$ cat src/rtl/fifo_wr_arbiter_if.sv
// fifo_wr_arbiter_if: requester handshake and FIFO-core write bus for fifo_wr_arbiter.
// master is the arbiter side, slave is the requester/FIFO-core side.
interface fifo_wr_arbiter_if #(
    parameter int WIDTH         = 8,
    parameter int POINTER_WIDTH = 4
);
    logic [3:0]           req_valid;
    logic [4*WIDTH-1:0]   req_data;
    logic [3:0]           req_last;
    logic [3:0]           req_ready;
    logic                 full;
    logic [POINTER_WIDTH:0] count;
    logic                 wr_en;
    logic [WIDTH-1:0]     fifo_input_data;
    logic [1:0]           grant_id;
    logic                 busy;

    modport master (
        input  req_valid, req_data, req_last, full, count,
        output req_ready, wr_en, fifo_input_data, grant_id, busy
    );

    modport slave (
        output req_valid, req_data, req_last, full, count,
        input  req_ready, wr_en, fifo_input_data, grant_id, busy
    );
endinterface

$ cat src/rtl/fifo_wr_arbiter.sv
// fifo_wr_arbiter: four-requester burst arbiter feeding a FIFO core write port.
// Define FIFO_WR_ARBITER_FIXED_PRIO_EN for fixed priority (lowest index wins) instead of round-robin.
module fifo_wr_arbiter #(
    parameter int WIDTH         = 8,
    parameter int POINTER_WIDTH = 4,
    parameter int BURST_MAX     = 4
) (
    input  logic clk,
    input  logic reset,
    fifo_wr_arbiter_if.master bus
);
    localparam int DEPTH = 2 ** POINTER_WIDTH;

    typedef enum logic {IDLE, BURST} state_t;

    state_t                 state, state_nx;
    logic [1:0]             winner;
    logic [3:0]             beat_cnt;
    logic [POINTER_WIDTH+1:0] level;
    logic                   space, xfer, done;
`ifndef FIFO_WR_ARBITER_FIXED_PRIO_EN
    logic [1:0]             rr_ptr;
`endif

    always_comb begin
`ifdef FIFO_WR_ARBITER_FIXED_PRIO_EN
        winner = 2'd0;
        for (int k = 3; k >= 0; k--)
            if (bus.req_valid[k]) winner = 2'(k);
`else
        // descending scan so the first valid index at or after rr_ptr wins
        winner = rr_ptr;
        for (int k = 3; k >= 0; k--)
            if (bus.req_valid[rr_ptr + 2'(k)]) winner = rr_ptr + 2'(k);
`endif
        // the in-flight write counts against occupancy so the core never overflows
        level         = {1'b0, bus.count} + (POINTER_WIDTH+2)'(bus.wr_en);
        space         = (level < (POINTER_WIDTH+2)'(DEPTH)) && !bus.full;
        bus.busy      = state == BURST;
        bus.req_ready = (!reset && state == BURST && space) ? 4'b0001 << bus.grant_id : 4'b0000;
        xfer          = !reset && state == BURST && space && bus.req_valid[bus.grant_id];
        done          = state == BURST && (!bus.req_valid[bus.grant_id] ||
                        (xfer && (bus.req_last[bus.grant_id] || beat_cnt + 4'd1 == 4'(BURST_MAX))));
        state_nx      = state == IDLE ? (|bus.req_valid ? BURST : IDLE) : (done ? IDLE : BURST);
    end

    always_ff @(posedge clk) begin
        if (reset) begin
            state               <= IDLE;
            bus.wr_en           <= 1'b0;
            bus.fifo_input_data <= '0;
            bus.grant_id        <= 2'd0;
            beat_cnt            <= 4'd0;
`ifndef FIFO_WR_ARBITER_FIXED_PRIO_EN
            rr_ptr              <= 2'd0;
`endif
        end else begin
            state     <= state_nx;
            bus.wr_en <= xfer;
            if (xfer) bus.fifo_input_data <= bus.req_data[bus.grant_id*WIDTH +: WIDTH];
            if (state == IDLE && |bus.req_valid) begin
                bus.grant_id <= winner;
                beat_cnt     <= 4'd0;
            end else if (xfer) begin
                beat_cnt <= beat_cnt + 4'd1;
            end
`ifndef FIFO_WR_ARBITER_FIXED_PRIO_EN
            if (done) rr_ptr <= bus.grant_id + 2'd1;
`endif
        end
    end
endmodule

$ cat src/flat_wrapper.sv
// flat-port wrapper written by rule: the top's interface ports become plain ports
module fifo_wr_arbiter_flat 
#(
    parameter int WIDTH         = 8,
    parameter int POINTER_WIDTH = 4,
    parameter int BURST_MAX     = 4
)
  (clk, reset, bus_req_valid, bus_req_data, bus_req_last, bus_full, bus_count, bus_req_ready, bus_wr_en, bus_fifo_input_data, bus_grant_id, bus_busy);
  fifo_wr_arbiter_if #(.WIDTH(WIDTH), .POINTER_WIDTH(POINTER_WIDTH)) bus_i ();
  input  logic clk;
  input  logic reset;
  input wire logic [$bits(bus_i.req_valid)-1:0] bus_req_valid;
  input wire logic [$bits(bus_i.req_data)-1:0] bus_req_data;
  input wire logic [$bits(bus_i.req_last)-1:0] bus_req_last;
  input wire logic [$bits(bus_i.full)-1:0] bus_full;
  input wire logic [$bits(bus_i.count)-1:0] bus_count;
  output wire logic [$bits(bus_i.req_ready)-1:0] bus_req_ready;
  output wire logic [$bits(bus_i.wr_en)-1:0] bus_wr_en;
  output wire logic [$bits(bus_i.fifo_input_data)-1:0] bus_fifo_input_data;
  output wire logic [$bits(bus_i.grant_id)-1:0] bus_grant_id;
  output wire logic [$bits(bus_i.busy)-1:0] bus_busy;
  assign bus_i.req_valid = bus_req_valid;
  assign bus_i.req_data = bus_req_data;
  assign bus_i.req_last = bus_req_last;
  assign bus_i.full = bus_full;
  assign bus_i.count = bus_count;
  assign bus_req_ready = bus_i.req_ready;
  assign bus_wr_en = bus_i.wr_en;
  assign bus_fifo_input_data = bus_i.fifo_input_data;
  assign bus_grant_id = bus_i.grant_id;
  assign bus_busy = bus_i.busy;
  fifo_wr_arbiter #(.WIDTH(WIDTH), .POINTER_WIDTH(POINTER_WIDTH), .BURST_MAX(BURST_MAX)) u_core (.clk(clk), .reset(reset), .bus(bus_i));
endmodule
$ cat config.mk
export PLATFORM = sky130hd
export DESIGN_NAME = fifo_wr_arbiter_flat
export DESIGN_NICKNAME = d
export VERILOG_FILES = /design/src/rtl/fifo_wr_arbiter_if.sv /design/src/rtl/fifo_wr_arbiter.sv /design/src/flat_wrapper.sv
export SDC_FILE = /design/constraint.sdc
export NUM_CORES = 1
export LEC_CHECK = 0
export CORE_MARGIN = 2
export CORE_UTILIZATION = 40
export CTS_BUF_LIST = sky130_fd_sc_hd__clkbuf_8
export DETAILED_ROUTE_END_ITERATION = 8
export GPL_TIMING_DRIVEN = 0
export PLACE_DENSITY = 0.92
export SYNTH_ARGS = -nofsm -noshare
export SYNTH_HDL_FRONTEND = slang
export SYNTH_SLANG_ARGS = --single-unit
$ cat constraint.sdc
create_clock -name clk -period 2.5 [get_ports clk]
set_input_delay 0.75 -clock clk [delete_from_list [all_inputs] [get_ports clk]]
set_output_delay 0.75 -clock clk [all_outputs]
set_load 0.01 [all_outputs]
Word-level counts from Yosys, hierarchy flattened
Cells that the tools add are included.
{"block": "totals", "inputBits": 48, "ff_bits": 18, "elab_cells": 56, "output_inout_bits": 16}
{"block": "classes", "eq_ne": 1, "bitwise": 1, "magnitude_cmp": 6, "mux": 20, "n_shift": 2, "reduce_logical": 14, "addsub": 6}
{"operator": "$shiftx A32 B6 Y8", "n": 1}
{"operator": "$lt A2 B3 Y1 const B", "n": 5}
{"operator": "$bmux W1 S2", "n": 6}
{"operator": "$mux W1", "n": 9}
{"operator": "$mux W2", "n": 4}
{"operator": "$logic_and A1 B1 Y1", "n": 7}
{"operator": "$add A5 B1 Y6", "n": 1}
{"operator": "$lt A6 B5 Y1 const B", "n": 1}
{"operator": "$add A2 B1 Y2 const B", "n": 2}
{"operator": "$add A2 B2 Y2 const B", "n": 2}
{"operator": "$add A4 B1 Y4 const B", "n": 1}
{"operator": "$eq A4 B3 Y1 const B", "n": 1}
{"operator": "$mux W4", "n": 1}
{"operator": "$reduce_or A4 Y1", "n": 1}
{"operator": "$shl A1 B2 Y4 const A", "n": 1}
{"operator": "$logic_not A1 Y1", "n": 3}
{"operator": "$logic_or A1 B1 Y1", "n": 2}
{"operator": "$reduce_or A2 Y1", "n": 1}
{"operator": "$not A1 Y1", "n": 1}

Longest topological paths before layout
{"block": "depth", "word_depth": 10, "ltp_mapped": 6, "mapped_depth_nobuf": 4}

Worst setup path after synthesis
OpenSTA, ideal clock, no wires.
{"block": "synth_path", "path_kind": "input to output", "start": "in reset", "end": "out bus_req_ready[0]", "t_required_ns": 1.750, "path_stages": 4, "t_arrival_ns": 1.555, "path_buffers": 1, "path_slack_ns": 0.195, "cell_sequence": "clkbuf_1 > nor4b_4 > o21a_1 > and2_1"}
{"block": "synth_between", "elab_chain_len": 4}
{"element": "start, declared", "line_no": "flat_wrapper.sv:11", "rtl": "input logic reset;"}
{"element": "$logic_not A1 Y1", "line_no": "fifo_wr_arbiter.sv:40", "rtl": "bus.req_ready = (!reset && state == BURST && space) ? 4'b0001 << bus.grant_id : 4'b0000;"}
{"element": "$logic_and A1 B1 Y1 (2 in series)", "line_no": "fifo_wr_arbiter.sv:40"}
{"element": "$mux W4", "line_no": "fifo_wr_arbiter.sv:40"}
{"element": "end, declared", "line_no": "flat_wrapper.sv:17", "rtl": "output wire logic [$bits(bus_i.req_ready)-1:0] bus_req_ready;"}
Every way passes these cells.

Worst setup path in the final report
{"block": "layout_path", "start": "in bus_count[2]", "end": "out bus_req_ready[3]"}
{"block": "layout_between", "elab_chain_len": 5}
{"element": "start, declared", "line_no": "flat_wrapper.sv:16", "rtl": "input wire logic [$bits(bus_i.count)-1:0] bus_count;"}
{"element": "$add A5 B1 Y6", "line_no": "fifo_wr_arbiter.sv:37", "rtl": "level = {1'b0, bus.count} + (POINTER_WIDTH+2)'(bus.wr_en);"}
{"element": "$lt A6 B5 Y1", "line_no": "fifo_wr_arbiter.sv:38", "rtl": "space = (level < (POINTER_WIDTH+2)'(DEPTH)) && !bus.full;"}
{"element": "$logic_and A1 B1 Y1", "line_no": "fifo_wr_arbiter.sv:38"}
{"element": "$logic_and A1 B1 Y1", "line_no": "fifo_wr_arbiter.sv:40"}
{"element": "$mux W4", "line_no": "fifo_wr_arbiter.sv:40"}
Every way passes these cells.

==> impl_metrics.toml <==
[status]
status = "complete, no violations"

[synth]
synth.distinct_cells = 40
yosys_register_bits = 18
yosysTopAreaCellShare = 0.304
syn-cell-area_um2 = 1190
synthArstFlopShare = 0
synth_area_per_cell_um2 = 11.1
yosysWarnings = 0
synth-edff-count = 0
synth.largest_area_cell = "dfxtp_1"
synth_common_cells = "dfxtp_1, nor2_1, mux2i_1, mux4_2, ha_1"
ys_seq_area_frac = 0.304
synthCells = 107
syn_nets = 160
ys.flop_type = "dfxtp_1"
synth_most_common_cell = "dfxtp_1"
ys_top_cells_by_area = "dfxtp_1, mux4_2, mux2i_1"

[worst_setup_path]
path_buf_inv = 3
crit_path_max_incr_delay_ns = 0.24
crit_chain = "dlygate4sd2_1 > nand4_4 > o21a_1 > buf_6 > and2_4 > buf_6"
critPathCaptureType = "primary output"
cp-start-kind = "input pin"
r2r_cells = 5
arrival_ns = 1.70
critical-path-top-delay-family = "buffers and inverters"
worst_path_max_delay_cell = "o21a_1"
timing.rr.start = "u_core.bus.grant_id[1]$_SDFFE_PP0P_"
crit_required_ns = 1.75
worst_path_most_repeated_cell = "buf_6"
crit_type = "in2out"
cp_max_fo = 3
r2r-end = "u_core.bus.fifo_input_data[2]$_SDFFE_PP0P_"
ff2ff_setup_slack_ns = 0.71

[place]
port_buffers = 62
place_ws_ns = -0.738
dp_hpwl_um = 2410
place_congestion = 0.815

[sta]
slew_headroom = 0.718
rsz0062_at_grt = "no"
slew_violations = 0
fin_skew_ns = 0.00382
setup_viol = 0
tns_ns = 0
finalWorstSetupSlack_ns = 0.0520
holdWs_ns = 0.513
worst_pin_slew_ns = 0.423
min_period_ns = 2.45
fmax_mhz = 408
fin_crit_sh = 0.979
finalHoldViolations = 0

[global_routing]
antenna_found_initial = 0
grt_first_pass_wirelength_um = 5320
grt-ovfl-total = 0
grt_pass1_vias = 1273
grt_max_degree = 11
gr-usage-all-layers = 0.205

[drt]
vias = 1120
drt_iter0_markers = 18
vias_per_cell = 5.38
wl_per_cell_um = 15.2
drc = 0
first_pass_iters = 4
ant_nets = 0
routed_wl_um = 3170

[die]
start_util = 0.426
dieArea_um2 = 3420
die_w_um = 58.5
rows = 19
die_h_um = 58.5
design.core.area_um2 = 2780
ios = 64

[cells_and_area]
num_antenna_cells = 0
seq_area_um2 = 360
syn_to_final_growth_pct = 63.7
drive_gt1_frac = 0.215
nets = 231
multiInputGateArea_um2 = 779
fillers = 190

[clock_network]
root_buffer = "clkbuf_8"
clkSinkCount = 18
cts_max_level = 1
clk_pin_slew_ns = 0.07
cts_buffer_depth = 2
cts_buffers = 3
cts_tree = "done"
hold_buffers = 0
clock_latency_ns = 0.27

[pwr]
totalPowerFinal_w = 0.000773
p_per_area_nw_per_um2 = 398
ir_drop_v = 0.000353
p_leak_nw = 0.717

[worst_hold_path]
hp-class = "reg2reg"
min_from = "u_core.bus.fifo_input_data[3]$_SDFFE_PP0P_"
hold_path_end = "u_core.bus.fifo_input_data[3]$_SDFFE_PP0P_"
hold_path_depth = 2

[job]
drv_cap = 0
-- layout make-up --
| type | instances | area share |
|---|---|---|
| buffer | 5 | 0.0245 |
| clock buffer | 4 | 0.0284 |
| inverter | 4 | 0.00773 |
| multi-input combinational | 80 | 0.401 |
| sequential | 18 | 0.186 |
| tap | 31 | 0.0200 |
| timing repair buffer | 66 | 0.332 |
-- repair_timing --
item	in CTS	in global routing
endpoints found under the setup margin	4	4
endpoints found under the hold margin	0	0
pin swaps	3	1
gates resized for setup	33	9
setup buffers	4	0
-- stage by stage --
step	cells	utilization	cell area [um2]
5_1_grt	208	0.698	1940
3_3_place_gp	200	0.664	1850
6_report	208	0.698	1940
2_1_floorplan	107	-	1190
3_5_place_dp	200	0.664	1850
4_1_cts	208	0.692	1920
-- sequential cells by signal, summed over array words and instances (netlist names) --
signal                      cells
u_core.beat_cnt                 4
u_core.bus.busy                 1
u_core.bus.fifo_input_data      8
u_core.bus.grant_id             2
u_core.bus.wr_en                1
u_core.rr_ptr                   2
-- power breakdown --
group / internal (W) / switching (W) / total (W) / leakage (nW)
sequential: 0.000296 / 0.0000126 / 0.000309 / 0.146
combinational: 0.000139 / 0.0000725 / 0.000212 / 0.542
clock: 0.000141 / 0.000112 / 0.000252 / 0.0288
-- worst min-delay path: stages, from the launching register on --
cell	delay [ns]
dfxtp_1	0.33
mux2i_1	0.07
nor2_1	0.08
-- placed cells by master, fill, tap and decap left out, drive strengths merged, types with 2 or more instances in the layout --
cell / instances
a21oi: 4
and2: 4
buf: 13
clkbuf: 6
clkdlybuf4s50: 52
dfxtp: 18
dlygate4sd2: 3
ha: 5
inv: 4
mux2i: 10
mux4: 10
nand2: 2
nand2b: 3
nor2: 14
nor2b: 4
nor3b: 2
-- worst max path at each step --
stage	from	end	slack, ns	cells after the start
floorplan	reset	bus_req_ready[0]	0.20	4
global placement	bus_count[4]	bus_req_ready[0]	-0.70	5
detailed placement	bus_count[4]	bus_req_ready[0]	-0.74	5
CTS	reset	bus_req_ready[3]	0.01	6
global route	bus_full	bus_req_ready[3]	0.01	6
finish	bus_count[2]	bus_req_ready[3]	0.05	6
-- layer usage --
| layer | global-route usage | vias to the layer above | wire length (um) |
|---|---|---|---|
| li1 | - | 533 | - |
| met1 | 0.225 | 528 | 1200 |
| met2 | 0.371 | 51 | 1650 |
| met3 | 0.0462 | 8 | 241 |
| met4 | 0.0963 | 0 | 71 |
| met5 | 0 | - | 0 |
-- kinds of logic (layout without fill, tap and decap cells) --
group	after synthesis	after routing	share of synthesized area
muxes	21	21	0.287
buffers and inverters	9	79	0.0432
adders and majority gates	5	5	0.0527
and+or+nand+nor	38	38	0.199
xor gates and xnor gates	2	2	0.0148
DFF	18	18	0.304
AOI/OAI and AO/OA	14	14	0.0992
Power figures use the tool's default switching activity.
